==> src/rtl/serial_adder_if.sv <==
// Serial adder request/result bus.
// The optional sub signal exists only when SERIAL_ADDER_SUB_EN is defined.
interface serial_adder_if #(
  parameter int unsigned WIDTH = 8
);
  logic             start;
  logic [WIDTH-1:0] a;
  logic [WIDTH-1:0] b;
  logic             c_in;
`ifdef SERIAL_ADDER_SUB_EN
  logic             sub;
`endif
  logic             busy;
  logic             done;
  logic [WIDTH-1:0] sum;
  logic             c_out;

  // Requester side: issues operands, observes status and result
  modport master (
    output start, a, b, c_in,
`ifdef SERIAL_ADDER_SUB_EN
    output sub,
`endif
    input  busy, done, sum, c_out
  );

  // Adder side
  modport slave (
    input  start, a, b, c_in,
`ifdef SERIAL_ADDER_SUB_EN
    input  sub,
`endif
    output busy, done, sum, c_out
  );
endinterface

==> src/rtl/serial_adder_fsm.sv <==
// Bit-serial adder: one full-adder step per SHIFT cycle, LSB first.
// Optional feature macro: SERIAL_ADDER_SUB_EN (adds bus.sub for a-b).
module serial_adder_fsm #(
  parameter int unsigned WIDTH = 8
) (
  input logic           clk,
  input logic           rst_n,
  serial_adder_if.slave bus
);
  localparam int unsigned CNT_W = $clog2(WIDTH) + 1;

  typedef enum logic [1:0] {
    IDLE  = 2'd0,
    SHIFT = 2'd1,
    DONE  = 2'd2
  } state_t;

  state_t           state_q, state_d;
  logic [WIDTH-1:0] a_q, a_d;
  logic [WIDTH-1:0] b_q, b_d;
  logic [WIDTH-1:0] acc_q, acc_d;
  logic [CNT_W-1:0] cnt_q, cnt_d;
  logic             carry_q, carry_d;
  logic [WIDTH-1:0] sum_q, sum_d;
  logic             c_out_q, c_out_d;
  logic             busy_q, busy_d;
  logic             done_q, done_d;

  logic [WIDTH-1:0] load_b;
  logic             load_c;
  logic             s_bit;
  logic             c_nxt;

  // Operand/carry values captured when a start is accepted
`ifdef SERIAL_ADDER_SUB_EN
  assign load_b = bus.sub ? ~bus.b : bus.b;
  assign load_c = bus.sub | bus.c_in;
`else
  assign load_b = bus.b;
  assign load_c = bus.c_in;
`endif

  // Full-adder step on the operand LSBs and the carry flop
  always_comb begin
    s_bit = a_q[0] ^ b_q[0] ^ carry_q;
    c_nxt = (a_q[0] & b_q[0]) | (a_q[0] & carry_q) | (b_q[0] & carry_q);
  end

  // Next-state and datapath update
  always_comb begin
    state_d = state_q;
    a_d     = a_q;
    b_d     = b_q;
    acc_d   = acc_q;
    cnt_d   = cnt_q;
    carry_d = carry_q;
    sum_d   = sum_q;
    c_out_d = c_out_q;

    case (state_q)
      IDLE, DONE: begin
        if (bus.start) begin
          a_d     = bus.a;
          b_d     = load_b;
          carry_d = load_c;
          cnt_d   = '0;
          state_d = SHIFT;
        end else begin
          state_d = IDLE;
        end
      end
      SHIFT: begin
        a_d     = a_q >> 1;
        b_d     = b_q >> 1;
        carry_d = c_nxt;
        acc_d   = {s_bit, acc_q[WIDTH-1:1]};
        cnt_d   = cnt_q + CNT_W'(1);
        if (cnt_q == CNT_W'(WIDTH - 1)) begin
          // Last step: publish the word including the bit formed this cycle
          state_d = DONE;
          sum_d   = {s_bit, acc_q[WIDTH-1:1]};
          c_out_d = c_nxt;
        end
      end
      default: state_d = IDLE;
    endcase

    busy_d = (state_d == SHIFT);
    done_d = (state_d == DONE);
  end

  // State, datapath and output registers
  always_ff @(posedge clk or negedge rst_n) begin
    if (!rst_n) begin
      state_q <= IDLE;
      a_q     <= '0;
      b_q     <= '0;
      acc_q   <= '0;
      cnt_q   <= '0;
      carry_q <= 1'b0;
      sum_q   <= '0;
      c_out_q <= 1'b0;
      busy_q  <= 1'b0;
      done_q  <= 1'b0;
    end else begin
      state_q <= state_d;
      a_q     <= a_d;
      b_q     <= b_d;
      acc_q   <= acc_d;
      cnt_q   <= cnt_d;
      carry_q <= carry_d;
      sum_q   <= sum_d;
      c_out_q <= c_out_d;
      busy_q  <= busy_d;
      done_q  <= done_d;
    end
  end

  assign bus.busy  = busy_q;
  assign bus.done  = done_q;
  assign bus.sum   = sum_q;
  assign bus.c_out = c_out_q;
endmodule

==> src/flat_wrapper.sv <==
// flat-port wrapper written by rule: the top's interface ports become plain ports
module serial_adder_fsm_flat 
#(
  parameter int unsigned WIDTH = 8
)
  (clk, rst_n, bus_start, bus_a, bus_b, bus_c_in, bus_busy, bus_done, bus_sum, bus_c_out);
  serial_adder_if #(.WIDTH(WIDTH)) bus_i ();
  input logic clk;
  input logic rst_n;
  input wire logic [$bits(bus_i.start)-1:0] bus_start;
  input wire logic [$bits(bus_i.a)-1:0] bus_a;
  input wire logic [$bits(bus_i.b)-1:0] bus_b;
  input wire logic [$bits(bus_i.c_in)-1:0] bus_c_in;
  output wire logic [$bits(bus_i.busy)-1:0] bus_busy;
  output wire logic [$bits(bus_i.done)-1:0] bus_done;
  output wire logic [$bits(bus_i.sum)-1:0] bus_sum;
  output wire logic [$bits(bus_i.c_out)-1:0] bus_c_out;
  assign bus_i.start = bus_start;
  assign bus_i.a = bus_a;
  assign bus_i.b = bus_b;
  assign bus_i.c_in = bus_c_in;
  assign bus_busy = bus_i.busy;
  assign bus_done = bus_i.done;
  assign bus_sum = bus_i.sum;
  assign bus_c_out = bus_i.c_out;
  serial_adder_fsm #(.WIDTH(WIDTH)) u_core (.clk(clk), .rst_n(rst_n), .bus(bus_i));
endmodule
==> config.mk <==
export PLATFORM = sky130hd
export DESIGN_NAME = serial_adder_fsm_flat
export DESIGN_NICKNAME = d
export VERILOG_FILES = /design/src/rtl/serial_adder_if.sv /design/src/rtl/serial_adder_fsm.sv /design/src/flat_wrapper.sv
export SDC_FILE = /design/constraint.sdc
export NUM_CORES = 1
export LEC_CHECK = 0
export CORE_MARGIN = 3
export CORE_UTILIZATION = 55
export DETAILED_ROUTE_END_ITERATION = 7
export PLACE_DENSITY_LB_ADDON = 0.08
export RECOVER_POWER = 25
export SLEW_MARGIN = 15
export SYNTH_ARGS = -nofsm -noshare
export SYNTH_HDL_FRONTEND = slang
export SYNTH_SLANG_ARGS = --single-unit
==> constraint.sdc <==
create_clock -name clk -period 2.7 [get_ports clk]
set_clock_uncertainty 0.2 [all_clocks]
set_input_delay 0.54 -clock clk [delete_from_list [all_inputs] [get_ports clk]]
set_output_delay 0.54 -clock clk [all_outputs]
set_load 0.05 [all_outputs]
# Word-level counts from Yosys, hierarchy flattened
# Cells that the tools add are included.
dict set report word_totals {
  input_bits 20
  wordCells 40
  latchBits 0
  reg_bits 42
  n_memories 0
  ram_bits 0
  romBits 0
}
dict set report classes {
  div_mod_pow 0
  reduce_logical 5
  add_sub_neg 1
  n_bitwise 7
  n_mul 0
  shift 0
  muxes 11
  magnitude_cmp 0
  eq_ne 6
}
# operator count
set op_table {}
lappend op_table {{$pmux W8 S2} 2}
lappend op_table {{$mux W8} 2}
lappend op_table {{$pmux W4 S2} 1}
lappend op_table {{$add A4 B1 Y4 const B} 1}
lappend op_table {{$eq A2 B1 Y1 const B} 2}
lappend op_table {{$eq A2 B2 Y1 const B} 2}
lappend op_table {{$eq A4 B3 Y1 const B} 1}
lappend op_table {{$mux W4} 1}
lappend op_table {{$pmux W2 S2} 1}
lappend op_table {{$reduce_and A2 Y1} 2}
lappend op_table {{$and A1 B1 Y1} 3}
lappend op_table {{$logic_not A2 Y1} 1}
lappend op_table {{$mux W1} 2}
lappend op_table {{$mux W2} 1}
lappend op_table {{$ne A2 B2 Y1 const B} 1}
lappend op_table {{$or A1 B1 Y1} 2}
lappend op_table {{$pmux W1 S2} 1}
lappend op_table {{$reduce_bool A2 Y1} 1}
lappend op_table {{$reduce_or A2 Y1} 1}
lappend op_table {{$xor A1 B1 Y1} 2}

# Logic depth before layout (Yosys ltp)
# Gate-level depths: netlist of the first run.
dict set report logic_depth {
  word_depth 4
  mapped_depth 5
  ltp_nobuf 4
}

# Worst setup path after synthesis of the first run
# No wires, ideal clock.
dict set report synth_timing {
  path_kind {input port to flip-flop}
  startpoint {in bus_start}
  endpoint {reg u_core.b_q[0]}
  arrival_time_ps 1328
  required_ps 2382
  path_slack_ps 1054
  setup_time_ps 118
  path_stages 5
  path_cell_list {nor2b_1 buf_4 buf_2 a22o_1 a21o_1}
}
dict set report synth_via {
  elab_chain_len 2
}
# item line_no
set synth_rtl {}
lappend synth_rtl {{start: declaration} flat_wrapper.sv:10} ;# input wire logic [$bits(bus_i.start)-1:0] bus_start;
lappend synth_rtl {{$ne A2 B2 Y1 (no line)} n/a}
lappend synth_rtl {{$reduce_and A2 Y1 (no line)} n/a}
lappend synth_rtl {{end signal: assignment} serial_adder_fsm.sv:97} ;# b_q <= '0;
lappend synth_rtl {{end signal: assignment} serial_adder_fsm.sv:108} ;# b_q <= b_d;
lappend synth_rtl {{end: declaration} serial_adder_fsm.sv:20} ;# logic [WIDTH-1:0] b_q, b_d;
# No other way between the ends.
# A chain may end at the register's enable or synchronous reset.

# Worst setup path after layout of the first run
dict set report layout_timing {
  startpoint {reg u_core.c_out_q (netlist: u_core.bus.c_out)}
  endpoint {out bus_c_out}
}
# item line_no
set layout_rtl {}
lappend layout_rtl {{start: declaration} serial_adder_fsm.sv:25} ;# logic c_out_q, c_out_d;
lappend layout_rtl {{start signal: assignment} serial_adder_fsm.sv:113} ;# c_out_q <= c_out_d;
lappend layout_rtl {{end: declaration} flat_wrapper.sv:17} ;# output wire logic [$bits(bus_i.c_out)-1:0] bus_c_out;
# No word-level cell between the ends.

==> flow_metrics.py, run 1 <==
metrics = {
    "outcome": {
        "outcome": "finished, violations left",
        "violations": "max-capacitance violations, max-slew violations",
    },
    "min_path": {
        "hold_path.class": "flip-flop to flip-flop",
    },
    "timing": {
        "setup_tns_ps": 0,
        "rsz0062_at_grt": "no",
        "worst_slew_pin_slew_ps": 2040,
        "worst_slack_ps": 430,
        "final-hold-violation-count": 0,
        "relSlewSlack": -0.360,
        "min_period_over_period": 0.841,
        "drv_slew": 42,
        "setup_violations": 0,
        "fin_crit_ps": 2270,
        "max_freq_ghz": 0.440,
    },
    "clock_tree": {
        "postCtsSetupBuffers": 0,
        "cts_resized": 0,
        "clock-sinks": 41,
        "cts_buffers": 5,
        "cts_tree": "yes",
        "hold_buffers": 0,
        "cts.path.max_buffers": 2,
        "cts-root-buf": "clkbuf_4",
        "h-tree-depth": 2,
        "clkLatencyLatePin_ps": 350,
        "cts.clk_slew.worst_paths_ps": 120,
    },
    "pwr": {
        "powerDensity_nw_per_um2": 1270,
        "leakage_nw": 1.03,
        "ir_drop_uv": 809,
    },
    "die": {
        "die_y_um": 61.4,
        "rows": 19,
        "die_x_um": 61.4,
        "core_area_um2": 2830,
        "initial_core_util": 0.597,
        "dieArea_um2": 3770,
        "ios": 31,
    },
    "global_route": {
        "grt_pass1_wl_mm": 4.66,
        "grt_pass1_vias": 1073,
        "grt_max_degree": 42,
        "overflow": 0,
        "antenna_found_initial": 0,
        "grtUsageTotal": 0.174,
    },
    "placement": {
        "dpl.hpwl_mm": 1.96,
        "port_buffers": 30,
        "dp_slack_ps": 551,
        "placed_cell_area_um2": 1990,
        "gp_congestion": 0.746,
    },
    "synth": {
        "synth_top_flop_cell": "dfrtp_1",
        "syn_inst": 116,
        "synthArstFlopShare": 1.00,
        "netlist_area_um2": 1690,
        "synth_commonest_cells": "41 x dfrtp_1, 19 x a22o_1, 15 x a21o_1, 9 x mux2_1, 8 x mux2_2",
        "syn_area_per_cell_um2": 14.6,
        "synth_nets": 138,
        "synthTopCellsByArea": "dfrtp_1 61%, a22o_1 9.9%, a21o_1 6.7%, mux2_1 6.0%, mux2_2 5.3%",
        "ys_ff_latch": 41,
        "synth_top_area_frac": 0.608,
        "synth.most_common_cell": "dfrtp_1",
        "yosysTopAreaCell": "dfrtp_1",
        "yosysWarnings": 0,
        "ys_seq_area_frac": 0.608,
        "synth_edf_count": 0,
        "synth.distinct_cells": 20,
    },
    "job": {
        "max_cap_viol_count": 1,
    },
    "critical_path": {
        "cp-start-kind": "flip-flop",
        "crit_path_cell_trace": "clkdlybuf4s50_1",
        "cp.arrival_ps": 1530,
        "worst_path_largest_cell_delay_ps": 820,
        "required_ps": 1960,
        "endpoint_kind": "primary output",
        "critical_path_buf_inv_count": 1,
        "path_delay_family": "buffers and inverters",
        "setup.worst_path.class": "flip-flop to primary output",
        "path_max_fanout": 2,
        "cp_slowest_cell": "clkdlybuf4s50_1",
    },
    "detailed_routing": {
        "drt_first_iter_violations": 29,
        "drc_errors": 0,
        "postRouteAntennaNets": 0,
        "vias_per_cell": 5.77,
        "firstDrtPassIters": 4,
        "vias": 1044,
        "wl_mm": 2.80,
        "avgRoutedWirePerCell_um": 15.5,
    },
    "finish": {
        "fillers": 199,
        "layout-drive-gt1-share": 0.147,
        "nets": 171,
        "areaGrowthSynthToFinish_pct": 23.2,
        "final_area_um2": 2080,
        "postLayoutCoreUtil": 0.735,
        "diodes": 0,
    },
}
[final cells by class]
type,count,area (um^2),area share
Multi-Input combinational cell,68,609,0.293
Sequential cell,41,1030,0.493
Timing Repair Buffer,33,317,0.152
Clock buffer,6,51.3,0.0247
Tap cell,31,38.8,0.0187
Clock inverter,2,37.5,0.0181
[layer usage]
layer  part of all wire  global-route usage
met5                  0                   0
met4              0.020              0.0909
met3              0.047              0.0377
met2               0.49               0.287
met1               0.44               0.216
[through the flow]
stage          instances  hold slack (ps)  total power, mW
2_1_floorplan        116             44.4             1.96
3_3_place_gp         173              259             2.19
3_5_place_dp         173              266             2.25
4_1_cts              181              113             2.67
5_1_grt              181              304             2.82
6_report             181              290             2.63
[sequential cells by signal, indices dropped and copies added, names as in the netlist]
name,cells
u_core.b_q,8
u_core.cnt_q,4
u_core.bus.c_out,1
u_core.carry_q,1
u_core.acc_q,7
u_core.bus.busy,1
u_core.bus.sum,8
u_core.a_q,8
u_core.state_q,2
u_core.bus.done,1
[cell usage in the layout, fill, tap and decap left out]
| master | netlist | final |
|---|---|---|
| a21o_1 | 15 | 15 |
| a22o_1 | 19 | 19 |
| and2b_4 | 1 | 1 |
| buf_4 | 2 | 3 |
| bufinv_16 | 0 | 1 |
| clkbuf_1 | 0 | 1 |
| clkbuf_4 | 0 | 5 |
| clkbuf_8 | 0 | 1 |
| clkdlybuf4s50_1 | 0 | 29 |
| clkinvlp_4 | 0 | 1 |
| dfrtp_1 | 41 | 41 |
| fa_1 | 1 | 1 |
| ha_1 | 1 | 1 |
| mux2_1 | 9 | 9 |
| mux2_2 | 8 | 8 |
| mux2i_1 | 2 | 2 |
| nand2_1 | 4 | 4 |
| nand2b_1 | 1 | 1 |
| nand4_1 | 1 | 1 |
| nor2_4 | 1 | 1 |
| nor2b_1 | 2 | 2 |
| nor3b_1 | 1 | 1 |
| nor3b_2 | 1 | 1 |
| o21ai_0 | 1 | 1 |
[report_power, final]
part	internal, mW	switching, mW
combinational	0.547	0.610
clock	0.220	0.193
sequential	0.895	0.169
[final timing paths]
kind | startpoint | endpoint | slack, ps | cells past startpoint
max in group asynchronous | rst_n | u_core.b_q[1]$_DFFE_PN0P_ | 570 | 1
worst min-delay path | u_core.b_q[1]$_DFFE_PN0P_ | u_core.b_q[1]$_DFFE_PN0P_ | 290 | 1
min in group asynchronous | rst_n | u_core.bus.done$_DFF_PN0_ | 560 | 1
worst max register to register | u_core.state_q[1]$_DFF_PN0_ | u_core.bus.sum[0]$_DFFE_PN0P_ | 720 | 4
worst min register to register | u_core.b_q[1]$_DFFE_PN0P_ | u_core.b_q[1]$_DFFE_PN0P_ | 290 | 1
worst max-delay path | u_core.bus.c_out$_DFFE_PN0P_ | bus_c_out | 430 | 1
[cells by family after synthesis]
| logic type | synth area share |
|---|---|
| buffers and inverters | 0.0311 |
| adders and majority gates | 0.0193 |
| muxes | 0.125 |
| DFF | 0.608 |
| and+or+nand+nor | 0.0482 |
| AOI/OAI and AO/OA | 0.168 |
Power figures use the tool's default switching activity.
==> run 2, diff against run 1 <==
CORE_UTILIZATION = 51   (was 55)
clock period = 2.1 ns   (was 2.7 ns; I/O delays follow)
==> run 2 against run 1 <==
The flow now finishes without violations. Combinational power is 28% higher. Sequential power is 29% higher. Register-to-register slack worse by 470 ps. Via count is 0.96% higher. Die area up 7.1%. Sequential share of layout area is 0.66 points higher. Clock-buffer cell count increased by 2. Final area decreased by 1.3%. Power is 22% higher. Cell count grew 8.8%. Flip-flop and latch count did not move. Worst setup slack worse by 180 ps. Largest power group unchanged.
==> flow_metrics.py, run 2 (synthesis results as in run 1) <==
metrics = {
    "pwr": {
        "p_int_mw": 1.97,
        "switching_power_mw": 1.24,
        "powerDensity_nw_per_um2": 1570,
        "leakage_nw": 1.04,
        "seq_power_share": 0.426,
        "p_clk_frac": 0.114,
        "ir_drop_uv": 998,
        "sw_frac_of_total": 0.387,
        "p_total_mw": 3.22,
        "p_comb_frac": 0.460,
    },
    "global_route": {
        "grt_max_degree": 42,
        "grt_pass1_vias": 1094,
        "overflow": 0,
        "grtUsageTotal": 0.168,
        "antenna_found_initial": 0,
        "grt_pass1_wl_mm": 5.22,
    },
    "timing": {
        "worst_slew_pin_slew_ps": 970,
        "rsz0062_at_grt": "no",
        "min_period_over_period": 0.880,
        "drv_slew": 0,
        "max_freq_ghz": 0.541,
        "setup_tns_ps": 0,
        "fin_crit_ps": 1850,
        "setup_violations": 0,
        "relSlewSlack": 0.353,
        "final-hold-violation-count": 0,
        "worst_slack_ps": 251,
    },
    "clock_tree": {
        "cts_buffers": 5,
        "h-tree-depth": 2,
        "cts_tree": "yes",
        "clkLatencyLatePin_ps": 340,
        "clock-sinks": 41,
        "cts.path.max_buffers": 2,
        "cts.clk_slew.worst_paths_ps": 100,
        "cts-root-buf": "clkbuf_4",
        "cts_resized": 0,
    },
    "placement": {
        "port_buffers": 30,
        "gp_congestion": 0.665,
        "dp_slack_ps": 77.4,
        "dpl.hpwl_mm": 1.99,
    },
    "finish": {
        "final_common_cell": "dfrtp_1",
        "areaGrowthSynthToFinish_pct": 21.6,
        "final_cell_mix": "41 x dfrtp_1, 19 x a22o_1, 18 x clkdlybuf4s50_1",
        "nets": 174,
        "fillers": 249,
        "layout-drive-gt1-share": 0.216,
        "diodes": 0,
    },
    "critical_path": {
        "worst_path_largest_cell_delay_ps": 390,
        "cp_slowest_cell": "dfrtp_1",
        "r2r-end": "u_core.bus.sum[5]$_DFFE_PN0P_",
        "crit_path_cell_trace": "ha_1 > nand2_1 > nor3b_2 > buf_4 > mux2_1",
        "r2r_start": "u_core.cnt_q[0]$_DFFE_PN0P_",
        "critical_path_buf_inv_count": 1,
        "reg2reg_slack_ps": 250,
        "r2r_cells": 5,
        "path_delay_family": "flip-flops",
        "path_max_fanout": 8,
        "cp.arrival_ps": 1870,
        "required_ps": 2120,
        "cp-start-kind": "flip-flop",
        "setup.worst_path.class": "flip-flop to flip-flop",
        "endpoint_kind": "flip-flop",
    },
    "detailed_routing": {
        "avgRoutedWirePerCell_um": 14.9,
        "wl_mm": 2.93,
        "drc_errors": 0,
        "drt_first_iter_violations": 28,
        "vias_per_cell": 5.35,
        "firstDrtPassIters": 4,
        "postRouteAntennaNets": 0,
        "vias": 1054,
    },
    "die": {
        "initial_core_util": 0.544,
        "core_area_um2": 3100,
        "die_x_um": 63.5,
        "ios": 31,
        "rows": 20,
        "die_y_um": 63.5,
        "dieArea_um2": 4040,
    },
    "job": {
        "max_cap_viol_count": 0,
    },
    "min_path": {
        "min_path_cells": 1,
        "hold_path.class": "flip-flop to flip-flop",
        "holdPathEnd": "u_core.b_q[3]$_DFFE_PN0P_",
        "hold_path.startpoint": "u_core.b_q[3]$_DFFE_PN0P_",
    },
    "outcome": {
        "outcome": "finished clean",
    },
}
[run 2: cell types whose count changed in the layout (fill, tap and decap cells not counted)]
cell / before / now
bufinv_16: 1 / 0
buf_4: 3 / 15
clkdlybuf4s50_1: 29 / 18
clkbuf_8: 1 / 0
clkbuf_2: 0 / 1
buf_2: 0 / 1
clkbuf_1: 1 / 3
dlygate4sd3_1: 0 / 1
clkinvlp_4: 1 / 0
[run 2: layer usage]
layer	up-vias	part of all wire	track usage
li1	497	-	-
met2	24	0.51	0.272
met3	4	0.055	0.0606
met5	-	0	0
met1	529	0.43	0.208
met4	0	0.0092	0.0566
[run 2: power by group through the flow]
| stage | Sequential (mW) | Combinational [mW] | Clock [mW] |
|---|---|---|---|
| after floorplan | 1.65 | 0.864 | 0 |
| after global placement | 1.36 | 1.47 | 0 |
| after detailed placement | 1.39 | 1.49 | 0 |
| after CTS | 1.37 | 1.50 | 0.381 |
| after global routing | 1.42 | 1.62 | 0.416 |
| final | 1.37 | 1.48 | 0.367 |
[run 2: metrics by stage]
stage / std cells / util / hold slack (ps) / cell area [um^2]
after floorplan: 116 / - / -75.6 / 1690
after global placement: 188 / 0.643 / 260 / 2000
after detailed placement: 188 / 0.643 / 266 / 2000
after CTS: 197 / 0.662 / 291 / 2050
after global routing: 197 / 0.661 / 311 / 2050
final: 197 / 0.661 / 287 / 2050
[run 2: how the worst max path moves through the flow]
stage | startpoint | endpoint | slack, ps | depth (start not counted)
after floorplan | u_core.cnt_q[0]$_DFFE_PN0P_ | u_core.bus.c_out$_DFFE_PN0P_ | 510 | 5
after global placement | bus_start | u_core.cnt_q[0]$_DFFE_PN0P_ | 90 | 5
after detailed placement | bus_start | u_core.cnt_q[0]$_DFFE_PN0P_ | 80 | 5
after CTS | u_core.cnt_q[0]$_DFFE_PN0P_ | u_core.bus.sum[2]$_DFFE_PN0P_ | 230 | 5
after global routing | u_core.cnt_q[0]$_DFFE_PN0P_ | u_core.bus.sum[3]$_DFFE_PN0P_ | 100 | 5
final | u_core.cnt_q[0]$_DFFE_PN0P_ | u_core.bus.sum[5]$_DFFE_PN0P_ | 250 | 5
[run 2: layout make-up]
| cell class | count | area (um^2) | share of cell area |
|---|---|---|---|
| well taps | 44 | 55.1 | 0.0268 |
| flip-flops and latches | 41 | 1030 | 0.500 |
| multi-input cells | 68 | 609 | 0.297 |
| repair buffers | 36 | 313 | 0.152 |
| clock buffers | 8 | 48.8 | 0.0238 |
[run 2: worst reg2reg max path, stage by stage, from the launching register on]
cell	delay (ps)
dfrtp_1	390
ha_1	190
nand2_1	110
nor3b_2	280
buf_4	230
mux2_1	340
[run 2: what timing repair did]
item                      in CTS  in global routing
hold endpoints to repair      41                  0
buffers inserted               0                  0
hold buffers                   1                  0
